<file path="src/rtl/sr_event_decoder.sv">
// sr_event_decoder: decodes a level input into debounced set/reset event pulses
//   Clk     - system clock, rising edge
//   Rst     - synchronous reset, active-high
//   Din     - asynchronous level input
//   Q       - debounced level of Din
//   S / R   - one-cycle pulse on each accepted rise / fall
//   Glitch  - one-cycle pulse when a candidate transition is abandoned
//   RiseCnt - saturating count of S pulses
//   FallCnt - saturating count of R pulses
module sr_event_decoder #(
    parameter int DEBOUNCE = 4,
    parameter int CNT_W    = 8
) (
    input  logic             Clk,
    input  logic             Rst,
    input  logic             Din,
    output logic             Q,
    output logic             S,
    output logic             R,
    output logic             Glitch,
    output logic [CNT_W-1:0] RiseCnt,
    output logic [CNT_W-1:0] FallCnt
);
    if (DEBOUNCE < 2 || DEBOUNCE > 255) begin : g_bad_debounce
        $error("sr_event_decoder: DEBOUNCE=%0d outside 2..255", DEBOUNCE);
    end

    localparam logic [7:0] LAST = 8'(DEBOUNCE - 1);

    typedef enum logic [1:0] {LOW, RISE_WAIT, HIGH, FALL_WAIT} state_t;

    state_t           state_q, state_d;
    logic             sync1_q, sync2_q;
    logic [7:0]       cnt_q, cnt_d;
    logic             q_q, q_d, s_q, s_d, r_q, r_d, g_q, g_d;
    logic [CNT_W-1:0] rise_q, rise_d, fall_q, fall_d;

    always_comb begin
        state_d = state_q;
        cnt_d   = cnt_q;
        q_d     = q_q;
        s_d     = 1'b0;
        r_d     = 1'b0;
        g_d     = 1'b0;
        rise_d  = rise_q;
        fall_d  = fall_q;
        case (state_q)
            LOW: if (sync2_q) begin
                state_d = RISE_WAIT;
                cnt_d   = 8'd1;
            end
            RISE_WAIT: if (!sync2_q) begin
                state_d = LOW;
                g_d     = 1'b1;
            end else if (cnt_q == LAST) begin
                state_d = HIGH;
                q_d     = 1'b1;
                s_d     = 1'b1;
                rise_d  = (rise_q == '1) ? rise_q : rise_q + 1'b1;
            end else begin
                cnt_d = cnt_q + 8'd1;
            end
            HIGH: if (!sync2_q) begin
                state_d = FALL_WAIT;
                cnt_d   = 8'd1;
            end
            FALL_WAIT: if (sync2_q) begin
                state_d = HIGH;
                g_d     = 1'b1;
            end else if (cnt_q == LAST) begin
                state_d = LOW;
                q_d     = 1'b0;
                r_d     = 1'b1;
                fall_d  = (fall_q == '1) ? fall_q : fall_q + 1'b1;
            end else begin
                cnt_d = cnt_q + 8'd1;
            end
            default: state_d = LOW;
        endcase
    end

    always_ff @(posedge Clk) begin
        if (Rst) begin
            sync1_q <= 1'b0;
            sync2_q <= 1'b0;
            state_q <= LOW;
            cnt_q   <= 8'd0;
            q_q     <= 1'b0;
            s_q     <= 1'b0;
            r_q     <= 1'b0;
            g_q     <= 1'b0;
            rise_q  <= '0;
            fall_q  <= '0;
        end else begin
            sync1_q <= Din;
            sync2_q <= sync1_q;
            state_q <= state_d;
            cnt_q   <= cnt_d;
            q_q     <= q_d;
            s_q     <= s_d;
            r_q     <= r_d;
            g_q     <= g_d;
            rise_q  <= rise_d;
            fall_q  <= fall_d;
        end
    end

    assign Q       = q_q;
    assign S       = s_q;
    assign R       = r_q;
    assign Glitch  = g_q;
    assign RiseCnt = rise_q;
    assign FallCnt = fall_q;
endmodule

</file>
<file path="config.mk">
export PLATFORM = sky130hd
export DESIGN_NAME = sr_event_decoder
export DESIGN_NICKNAME = d
export VERILOG_FILES = /design/src/rtl/sr_event_decoder.sv
export SDC_FILE = /design/constraint.sdc
export NUM_CORES = 1
export LEC_CHECK = 0
export CAP_MARGIN = 0
export CORE_MARGIN = 10
export CORE_UTILIZATION = 35
export CTS_BUF_LIST = sky130_fd_sc_hd__clkbuf_8
export DETAILED_ROUTE_END_ITERATION = 10
export PLACE_DENSITY = 0.56
export SYNTH_ARGS = -nofsm -noshare
export SYNTH_HDL_FRONTEND = slang
export SYNTH_SLANG_ARGS = --single-unit
</file>
<file path="constraint.sdc">
create_clock -name Clk -period 3.1 [get_ports Clk]
set_clock_uncertainty 0.2 [all_clocks]
set_input_delay 0.775 -clock Clk [delete_from_list [all_inputs] [get_ports Clk]]
set_output_delay 0.775 -clock Clk [all_outputs]
set_load 0.05 [all_outputs]
</file>
==> impl_results.md <==
- Post-CTS resize count: 0
- Cells after Synth: 160
- Hold buffers post-CTS: 0
- Crit path DAT: 1.56 ns
- Synth-to-Final Area Change: 26.4%
- Die X-Extent: 84.8 µm
- Die area: 0.00718 mm²
- Synthesized area: 0.00147 mm²
- Largest cells by area after synthesis: dfxtp_1 44%, a21oi_1 4.4%, xor2_1 4.2%, o31ai_1 4.1%, or4_1 4.1%
- Die height: 84.8 µm
- # Post-CTS Setup Buffers: 0
- Post-synthesis average cell area: 9.17 µm²
- Required @ worst endpoint: 2.12 ns
- Vias in the first global route: 1222
- Antenna diodes: 0
- Worst Setup End Kind: output pin
- CP Cell Sequence: clkdlybuf4s50_1
- Final GP Congestion: 0.778
- Clock latency at the later pin of the worst-skew pair: 0.28 ns
- Area leader, netlist: dfxtp_1
- Min-Delay Path Class: reg2reg
- Pins Over Slew Limit: 0
- Fmax: 394 MHz
- Layout Utilization: 0.461
- Worst rel slew slack: 0.586
- Status: finished, final reports clean
- Nets@finish: 189
- Max-cap violation count: 0
- Hold Vio Cnt, Final: 0
- Tmin final: 2.54 ns
- CTS Sinks: 32
- Yosys top cell area share: 0.436
- Crit path max-delay family: buffers and inverters
- Via count: 1271
- GRT Util Overall: 0.0949
- RSZ-0062 raised after global routing: false
- Clock Path Buffers: 2
- WL/cell: 14.1 µm
- Routed Wire Length: 3310 µm
- Area of the multi-input gates: 791 µm²
- Final HPWL DP: 2370 µm
- First-pass GRT wire length: 5700 µm
- Sequential cell area: 641 µm²
- Total gr overflow: 0
- Critical-path top delay cell: clkdlybuf4s50_1
- Largest net degree at the start of global routing: 24
- Crit path launch type: register
- Number of CTS-inserted buffers: 5
- Via density: 5.43
- Seq/Total Area, Yosys: 0.436
- Antenna viol nets, final: 0
- Synth unique cells: 38
- DR pass1 iterations: 4
- Worst path bufs/invs: 1
- Layout cell share with drive strength beyond 1: 0.0815
- Final Cycle Share: 0.819
- Row count: 23
- DR iter-0 viols: 48
- Seq cells post-synth: 32
- Count of flip-flops with a built-in enable after synthesis: 0
- CP max FO: 7
- Syn nets: 166
- Initial antenna violation count: 0
- Initial cell density of the core: 0.364
- Setup CP Type: reg2out
- CTS tree: yes
- Synth warn: 0
- Clk pin slew, worst setup/hold paths: 0.06 ns
- Port Buffers: 22
- PwrDens: 477 mW/mm²
- Setup violations, final: 0
- Root Buffer: clkbuf_8
- CORE AREA: 0.00403 mm²
- # IOs: 23
- H-tree Lvls: 2
- Leakage: 0.000633 µW
- Most used flip-flop cell after synthesis: dfxtp_1
- Worst IR drop on VDD: 0.000307 V
- Setup TNS: 0 ns
- Crit-path max cell delay: 0.85 ns
- Fill cell count: 403
- Fraction of registers with async set/reset: 0
- Residual DRC: 0
- Worst slew pin tran: 0.619 ns
-- stage by stage --
step                      total power [µW]  setup slack, ns  hold slack (ns)  cells  area, µm²
final                                  884            0.562            0.239    234       1860
after global placement                 463            0.861            0.220    226       1730
after detailed placement               463            0.800            0.230    226       1730
after CTS                              899            0.550            0.246    234       1860
after floorplan                        450            0.913            0.214    160       1470
after global routing                   919            0.512            0.263    234       1860
-- path summary, 6_finish.rpt --
| kind | start | end | slack [ns] | cells past startpoint |
|---|---|---|---|---|
| max | RiseCnt[2] | RiseCnt[2] | 0.56 | 1 |
| min | sync1_q | sync2_q | 0.24 | 1 |
| max reg2reg | cnt_q[0] | RiseCnt[5] | 0.77 | 5 |
| min reg2reg | sync1_q | sync2_q | 0.24 | 1 |
-- routing by layer --
metal	GRT usage	up-vias	part of all wire
met5	0	-	0
met2	0.147	23	0.46
li1	-	647	-
met1	0.109	596	0.46
met3	0.0367	5	0.064
met4	0.0539	0	0.016
-- cell families (layout without fill, tap and decap cells) --
kind of cell | count (synthesis) | after routing | share of synthesized area
xor+xnor | 8 | 8 | 0.0477
flops | 32 | 32 | 0.436
simple gates | 68 | 68 | 0.279
fa+ha+maj | 3 | 3 | 0.0256
mux | 4 | 4 | 0.0281
compound gates | 36 | 36 | 0.159
buf+inv | 9 | 33 | 0.0247
-- sequential cells by signal, indices dropped and copies added (netlist names), named ones only --
register  count
FallCnt       8
RiseCnt       8
cnt_q         8
Glitch        1
Q             1
R             1
S             1
state_q       1
sync1_q       1
sync2_q       1
-- where the power goes --
group / internal [µW] / switching (µW)
clock network: 283 / 147
logic: 11.2 / 21.9
registers: 416 / 4.65
-- layout make-up --
| type | instances | area share |
|---|---|---|
| timing repair buffer | 23 | 0.123 |
| clock buffer | 7 | 0.0519 |
| sequential | 32 | 0.345 |
| inverter | 2 | 0.00405 |
| multi-input combinational | 119 | 0.426 |
| tap | 50 | 0.0337 |
| clock inverter | 1 | 0.0162 |
-- placed cells by master (no fill, tap or decap), types with 2 or more instances in the layout --
| cell type | instances |
|---|---|
| nand3_1 | 6 |
| mux2i_1 | 3 |
| or3_1 | 3 |
| inv_1 | 2 |
| o311ai_0 | 2 |
| or4_1 | 8 |
| o31ai_1 | 8 |
| nor2_1 | 15 |
| o21ai_0 | 3 |
| nand2_1 | 10 |
| clkbuf_8 | 7 |
| a21oi_1 | 13 |
| nand4_1 | 8 |
| nor2b_1 | 4 |
| dfxtp_1 | 32 |
| o21ai_1 | 2 |
| clkdlybuf4s50_1 | 22 |
| ha_1 | 3 |
| and3_1 | 5 |
| o41ai_1 | 2 |
| xor2_1 | 7 |
-- Yosys cell counts, drive strengths merged, types with 2 or more instances --
library cell / number
dfxtp: 32
nor2: 15
a21oi: 13
nand2: 10
nand4: 8
o31ai: 8
or4: 8
xor2: 7
nand3: 6
and3: 5
clkbuf: 5
o21ai: 5
nor2b: 4
ha: 3
mux2i: 3
or3: 3
buf: 2
inv: 2
nor4: 2
o311ai: 2
o41ai: 2
(Power assumes the default switching activity.)
